## src/rtl/ex_mem_pipe.sv

```systemverilog
// EX/MEM pipeline register with valid/ready handshake, flush, halt latch and forwarding tap.
// Optional macro EX_MEM_SKID_EN: DEPTH-entry skid buffer instead of a single entry.
module ex_mem_pipe #(
    parameter int DEPTH = 2
) (
    input  logic        clk,
    input  logic        rst_n,
    input  logic        in_valid,
    output logic        in_ready,
    input  logic [31:0] alu_result_in,
    input  logic [31:0] rt_data_in,
    input  logic [31:0] inst_addr_in,
    input  logic [4:0]  rd_num_in,
    input  logic [1:0]  register_src_in,
    input  logic        register_write_in,
    input  logic        we_cache_in,
    input  logic        we_memory_in,
    input  logic        cache_input_type_in,
    input  logic        set_dirty_in,
    input  logic        set_valid_in,
    input  logic        memory_address_type_in,
    input  logic        is_word_in,
    input  logic        halted_in,
    output logic        out_valid,
    input  logic        out_ready,
    output logic [31:0] alu_result_out,
    output logic [31:0] rt_data_out,
    output logic [31:0] inst_addr_out,
    output logic [4:0]  rd_num_out,
    output logic [1:0]  register_src_out,
    output logic        register_write_out,
    output logic        we_cache_out,
    output logic        we_memory_out,
    output logic        cache_input_type_out,
    output logic        set_dirty_out,
    output logic        set_valid_out,
    output logic        memory_address_type_out,
    output logic        is_word_out,
    output logic        halted_out,
    input  logic        flush,
    output logic        fwd_valid,
    output logic [4:0]  fwd_rd,
    output logic [31:0] fwd_data,
    output logic        halted_seen,
    output logic [1:0]  occupancy
);

`ifdef EX_MEM_SKID_EN
    localparam bit SKID = 1'b1;
`else
    localparam bit SKID = 1'b0;
`endif
    localparam int D  = SKID ? DEPTH : 1;
    localparam int PW = (D > 1) ? $clog2(D) : 1;
    localparam int CW = $clog2(D + 1);
    localparam logic [PW-1:0] LAST = PW'(D - 1);
    localparam logic [CW-1:0] FULL = CW'(D);

    typedef struct packed {
        logic [31:0] alu_result;
        logic [31:0] rt_data;
        logic [31:0] inst_addr;
        logic [4:0]  rd_num;
        logic [1:0]  register_src;
        logic        register_write;
        logic        we_cache;
        logic        we_memory;
        logic        cache_input_type;
        logic        set_dirty;
        logic        set_valid;
        logic        memory_address_type;
        logic        is_word;
        logic        halted;
    } entry_t;

    entry_t          mem_q [1<<PW];
    logic [PW-1:0]   rd_ptr_q, rd_ptr_d, wr_ptr_q, wr_ptr_d;
    logic [CW-1:0]   count_q, count_d;
    logic            halted_q, halted_d;
    logic            push, pop;
    entry_t          in_entry, head;

    assign in_entry = '{alu_result_in, rt_data_in, inst_addr_in, rd_num_in, register_src_in,
                        register_write_in, we_cache_in, we_memory_in, cache_input_type_in,
                        set_dirty_in, set_valid_in, memory_address_type_in, is_word_in,
                        halted_in};

    assign out_valid = (count_q != '0);

`ifdef EX_MEM_SKID_EN
    // Registered-only readiness: out_ready never reaches in_ready.
    assign in_ready = !flush && !halted_q && (count_q < FULL);
`else
    assign in_ready = !flush && !halted_q && (!out_valid || out_ready);
`endif

    assign push = in_valid && in_ready;
    assign pop  = out_valid && out_ready;

    always_comb begin
        rd_ptr_d = rd_ptr_q;
        wr_ptr_d = wr_ptr_q;
        count_d  = count_q;
        halted_d = halted_q || (push && halted_in);
        if (flush) begin
            // A head consumed during flush is discarded, not counted.
            rd_ptr_d = '0;
            wr_ptr_d = '0;
            count_d  = '0;
        end else begin
            if (pop)  rd_ptr_d = (rd_ptr_q == LAST) ? '0 : rd_ptr_q + 1'b1;
            if (push) wr_ptr_d = (wr_ptr_q == LAST) ? '0 : wr_ptr_q + 1'b1;
            if (push && !pop)      count_d = count_q + 1'b1;
            else if (pop && !push) count_d = count_q - 1'b1;
        end
    end

    always_ff @(posedge clk or negedge rst_n) begin
        if (!rst_n) begin
            rd_ptr_q <= '0;
            wr_ptr_q <= '0;
            count_q  <= '0;
            halted_q <= 1'b0;
        end else begin
            rd_ptr_q <= rd_ptr_d;
            wr_ptr_q <= wr_ptr_d;
            count_q  <= count_d;
            halted_q <= halted_d;
        end
    end

    // Payload storage needs no reset; outputs are gated by out_valid.
    always_ff @(posedge clk) begin
        if (push) mem_q[wr_ptr_q] <= in_entry;
    end

    assign head = out_valid ? mem_q[rd_ptr_q] : '0;

    assign alu_result_out          = head.alu_result;
    assign rt_data_out             = head.rt_data;
    assign inst_addr_out           = head.inst_addr;
    assign rd_num_out              = head.rd_num;
    assign register_src_out        = head.register_src;
    assign register_write_out      = head.register_write;
    assign we_cache_out            = head.we_cache;
    assign we_memory_out           = head.we_memory;
    assign cache_input_type_out    = head.cache_input_type;
    assign set_dirty_out           = head.set_dirty;
    assign set_valid_out           = head.set_valid;
    assign memory_address_type_out = head.memory_address_type;
    assign is_word_out             = head.is_word;
    assign halted_out              = head.halted;

    assign fwd_valid   = out_valid && head.register_write && (head.register_src == 2'b00)
                         && (head.rd_num != 5'd0);
    assign fwd_rd      = head.rd_num;
    assign fwd_data    = head.alu_result;
    assign halted_seen = halted_q;
    assign occupancy   = 2'(count_q);

endmodule

```

## config.mk

```make
export PLATFORM = sky130hd
export DESIGN_NAME = ex_mem_pipe
export DESIGN_NICKNAME = d
export VERILOG_FILES = /design/src/rtl/ex_mem_pipe.sv
export SDC_FILE = /design/constraint.sdc
export NUM_CORES = 1
export LEC_CHECK = 0
export ABC_AREA = 1
export CELL_PAD_IN_SITES_DETAIL_PLACEMENT = 0
export CELL_PAD_IN_SITES_GLOBAL_PLACEMENT = 2
export CORE_ASPECT_RATIO = 0.8
export CORE_MARGIN = 2
export CORE_UTILIZATION = 24
export DETAILED_ROUTE_END_ITERATION = 6
export GPL_TIMING_DRIVEN = 0
export PLACE_DENSITY_LB_ADDON = 0.25
export SYNTH_ARGS = -nofsm -noshare
export SYNTH_HDL_FRONTEND = slang
export SYNTH_SLANG_ARGS = --single-unit
export TNS_END_PERCENT = 1
```

## constraint.sdc

```tcl
create_clock -name clk -period 8.5 [get_ports clk]
set_input_delay 2.55 -clock clk [delete_from_list [all_inputs] [get_ports clk]]
set_output_delay 2.55 -clock clk [all_outputs]
set_load 0.05 [all_outputs]
```

# --- After elaboration in Yosys (flattened, before gate mapping) ---
# Memories as Yosys holds them, arrays and structs flattened.
# Cells that the tools add are included.
word_totals:
  ram_bits: 224
  memories: 1
  mem_bits_ro: 0
  latchBits: 0
  reg_bits: 4
  elab_cells: 43
op_classes:
  mux: 12
  multipliers: 0
  shifts: 0
  eq_ne: 0
  add_sub_neg: 4
  reduce_logical: 22
  bitwise_logic: 0
  div_mod_pow: 0
  n_lt_le_gt_ge: 0
mem_list:
  columns: ["memory", "words", "width", "read_ports", "rd_ports_with_merged_regs", "wr", "line", "rtl"]
  rows:
  - ["mem_q", 2, 112, 1, 0, 1, "76", "entry_t mem_q [1<<PW];"]
ops:
  columns: ["op", "count"]
  rows:
  - ["$mux 112", 1]
  - ["$mux 1", 11]
  - ["$logic_and 1x1->1", 10]
  - ["$logic_not 1->1", 5]
  - ["$reduce_bool 5->1", 1]
  - ["$reduce_bool 2->1", 2]
  - ["$add 1x1->1 const B", 3]
  - ["$reduce_bool 3->1", 1]
  - ["$logic_not 2->1", 1]
  - ["$logic_or 1x1->1", 2]
  - ["$sub 1x1->1 const B", 1]

# --- Depth between registers and ports, before layout ---
depth:
  ltp_word: 9
  depth_mapped: 5
  ltp_nobuf: 5

# --- Worst setup path after synthesis ---
# No wires, ideal clock.
synth_timing:
  kind: "in2reg"
  startpoint: "in flush"
  endpoint: "mem mem_q[0][0] in the netlist's numbering, enable pin"
  path_slack_ns: 0.477
  n_path_buf: 0
  stages: 3
  arrival_ns: 7.439
  t_required_ns: 7.916
  cell_sequence: "nor2_1 -> nand2_1 -> nor2_1"
synth_between:
  elab_chain_cells: 6
synth_lines:
  columns: ["element", "line", "rtl"]
  rows:
  - ["from (decl)", "40", "input logic flush,"]
  - ["$logic_not 1->1", "94", "assign in_ready = !flush && !halted_q && (!out_valid || out_ready);"]
  - ["$logic_and 1x1->1 (2 in series)", "94", null]
  - ["$logic_and 1x1->1", "97", "assign push = in_valid && in_ready;"]
  - ["$mux 1", "134", "if (push) mem_q[wr_ptr_q] <= in_entry;"]
  - ["$mux 1 (not written as such)", "134", null]
  - ["to (decl)", "76", null]
# Every way passes these cells.

# --- Final worst setup path ---
layout_timing:
  startpoint: "in flush"
  endpoint: "out in_ready"
layout_between:
  elab_chain_cells: 3
layout_lines:
  columns: ["element", "line", "rtl"]
  rows:
  - ["$logic_not 1->1", "94", null]
  - ["$logic_and 1x1->1 (2 in series)", "94", null]
  - ["to (decl)", "9", "output logic in_ready,"]
# Every way passes these cells.

==> impl_metrics.py <==
metrics = {
    "power_and_ir_drop": {
        "p_int_mw": 1.16,
        "power.combinational.fraction_pct": 3.8,
        "p_leak_nw": 3.88,
        "switching_pwr_uw": 276,
        "clock_power_share_pct": 53.1,
        "ir_worst_vdd_uv": 108,
        "power-per-cell-area_nw_per_um2": 169,
        "p_total_mw": 1.43,
        "power.switching_fraction_pct": 19.3,
        "sequentialPowerShare_pct": 43.0,
    },
    "global_route": {
        "largest_net_degree_at_the_start_of_global_routing": 33,
        "antenna_found_initial": 0,
        "first_global_vias": 3575,
        "grtUsageTotal_pct": 12.0,
        "grt_pass1_wl_um": 18900,
        "grt_overflow": 0,
    },
    "synthesis": {
        "synth.yosys.seq_area_share_pct": 71.6,
        "synth.net_count": 525,
        "yosysWarningCount": 0,
        "syn-instance-count": 408,
        "syn-cell-area_um2": 4770,
        "yosys.cell_types.count": 15,
        "yosys_register_bits": 114,
        "syn_avg_cell_area_um2": 11.7,
    },
    "final_layout": {
        "final_util_pct": 43.3,
        "layout.filler_cells": 1856,
        "final_cell_area_um2": 8500,
        "antenna_cells": 0,
        "layout.cells.non_filler": 977,
        "nets": 817,
        "multi_input_comb_area_um2": 497,
        "post_route_cells_drive_above_1_share_pct": 12.6,
        "seq_area_um2": 3410,
        "area.growth.synth_to_final_pct": 78.3,
    },
    "drt": {
        "ant_nets": 0,
        "route.detailed.drc": 0,
        "vias_per_cell": 3.64,
        "route.detailed.wl_per_inst_um": 12.8,
        "dr_iter_0_viols": 118,
        "detailedRoute.firstPassIterationCount": 4,
        "wl_um": 12500,
        "routed-via-count": 3557,
    },
    "critical_path": {
        "startpoint": "flush",
        "worst_setup_path_start_kind": "input port",
        "critical_path_class": "in -> out",
        "crit_path_end": "in_ready",
        "worstSetupEndpointType": "output pin",
        "r2r-start": "out_valid",
        "worst-endpoint-required_ns": 5.95,
        "reg2regPathDepth": 5,
        "worst-endpoint-arrival_ns": 4.17,
        "timing.reg2reg.setup_slack_ns": 6.30,
        "worst-path-max-fanout": 3,
        "reg_to_reg_end": "mem_q[0][67]",
    },
    "clocking": {
        "post_cts_resized": 0,
        "hold_bufs_at_cts": 0,
        "post-cts-setup-buffers": 0,
        "cts_tree": "yes",
        "cts.sink_count": 114,
        "worst_setup_hold_path_clk_slew_ns": 0.05,
        "htree_num_levels": 4,
        "cts-root-buf": "clkbuf_16",
        "clk-insertion-delay-late_ns": 0.41,
        "clock_tree.buffer_depth": 2,
        "cts_inserted_buffers": 17,
    },
    "sta": {
        "tightestPinTransition_ns": 0.713,
        "achievable-frequency_mhz": 149,
        "skew_ns": 0.00874,
        "worst_hold_slack_ns": 0.524,
        "rsz0062_at_grt": "no",
        "final_max_slew_viol_count": 0,
        "slew_headroom_pct": 52.4,
        "hold_violations": 0,
        "fin_crit_sh_pct": 79.0,
        "setup_viol_count_final": 0,
        "finalCriticalPeriod_ns": 6.72,
        "finalSetupTns_ns": 0,
        "setup_ws_ns": 1.78,
    },
    "place": {
        "dp_hpwl_um": 9430,
        "area_of_placed_instances_um2": 7870,
        "placedCellCount": 945,
        "port_buffers": 270,
        "globalplace.congestion": 0.810,
        "pre_cts_slack_ns": 1.77,
    },
    "die": {
        "placement_rows": 46,
        "floorplan.die.width_um": 162,
        "core_area_um2": 19600,
        "design.die.area_um2": 21000,
        "ioPinCount": 272,
        "floorplan.die.height_um": 130,
        "initial_core_util_pct": 24.3,
    },
    "worst_hold_path": {
        "timing.hold.worst.class": "reg -> reg",
    },
    "run_status": {
        "status": "complete, no violations",
    },
    "run": {
        "maxCapViolations": 0,
    },
}
## worst max-delay path: stages
cell and delay, ns:
clkdlybuf4s50_1 0.42, nor2_1 0.17, nand2_1 0.14, inv_1 0.07
clkdlybuf4s50_1 0.81
## per-layer routing
layer | vias up | share of wire, % | GRT usage [%]
met2 | 169 | 46 | 18.3
met1 | 1596 | 42 | 14.1
met5 | - | 0 | 0
li1 | 1776 | - | -
met3 | 16 | 11 | 6.39
met4 | 0 | 1.8 | 5.20
## final cells by class
type / count / share of cell area (%)
clock inverters: 15 / 2.43
flip-flops and latches: 114 / 40.2
inverters: 117 / 5.17
clock buffers: 17 / 5.01
well taps: 264 / 3.89
multi-input cells: 126 / 5.85
plain buffers: 51 / 4.99
repair buffers: 273 / 32.5
## kinds of logic after synthesis
| group | Yosys count | synth area share [%] |
|---|---|---|
| compound gates | 1 | 0.105 |
| buf+inv | 168 | 18.1 |
| flops | 114 | 71.6 |
| other cells | 1 | 0.0787 |
| simple gates | 124 | 10.1 |
## state kept, by name, summed over array words and instances (netlist names)
name / flops
out_valid: 1
mem_q: 112
halted_seen: 1
## cell usage after synthesis
| library cell | instances | share of area [%] |
|---|---|---|
| dfrtp_1 | 2 | 1.1 |
| nand3_1 | 1 | 0.10 |
| nand4_1 | 1 | 0.13 |
| nor2_2 | 1 | 0.13 |
| conb_1 | 1 | 0.079 |
| nand2_2 | 1 | 0.13 |
| inv_1 | 116 | 9.1 |
| nor2_1 | 4 | 0.31 |
| edfxtp_1 | 112 | 71 |
| nand3_2 | 1 | 0.21 |
| inv_2 | 1 | 0.079 |
| buf_6 | 11 | 2.6 |
| a21oi_1 | 1 | 0.10 |
| buf_4 | 40 | 6.3 |
| nand2_1 | 115 | 9.1 |
## power groups by stage
stage / Sequential [mW] / Clock (mW) / Combinational (mW)
finish: 0.617 / 0.761 / 0.0552
global route: 0.617 / 0.810 / 0.0589
CTS: 0.617 / 0.786 / 0.0556
detailed placement: 0.629 / 0 / 0.0553
global placement: 0.629 / 0 / 0.0536
floorplan: 0.629 / 0 / 0.00150
## layout by cell type (no fill, tap or decap)
cell type	synthesis	routed
bufinv_16	0	4
nor2_4	0	1
clkinv_1	0	1
dfrtp_1	2	2
nor2_2	1	1
a21oi_1	1	1
nor2_1	4	3
inv_2	1	1
nand4_1	1	1
nand2_2	1	1
nand3_1	1	1
inv_6	0	4
nand2_1	115	115
clkinvlp_4	0	1
edfxtp_1	112	112
clkinv_2	0	1
clkbuf_16	0	17
buf_12	0	3
clkdlybuf4s50_1	0	270
buf_6	11	11
buf_4	40	40
inv_1	116	116
nand3_2	1	1
conb_1	1	1
clkinv_4	0	4
## worst min path at each step
| stage | depth (start not counted) | to | slack (ns) | startpoint |
|---|---|---|---|---|
| 2_1_floorplan | 2 | halted_seen | 0.75 | halted_seen |
| 3_3_place_gp | 2 | halted_seen | 0.48 | halted_seen |
| 3_5_place_dp | 2 | halted_seen | 0.52 | halted_seen |
| 4_1_cts | 2 | halted_seen | 0.54 | halted_seen |
| 5_1_grt | 2 | halted_seen | 0.56 | halted_seen |
| 6_report | 2 | halted_seen | 0.52 | halted_seen |
No activity file was read; power rests on OpenSTA's default activity.
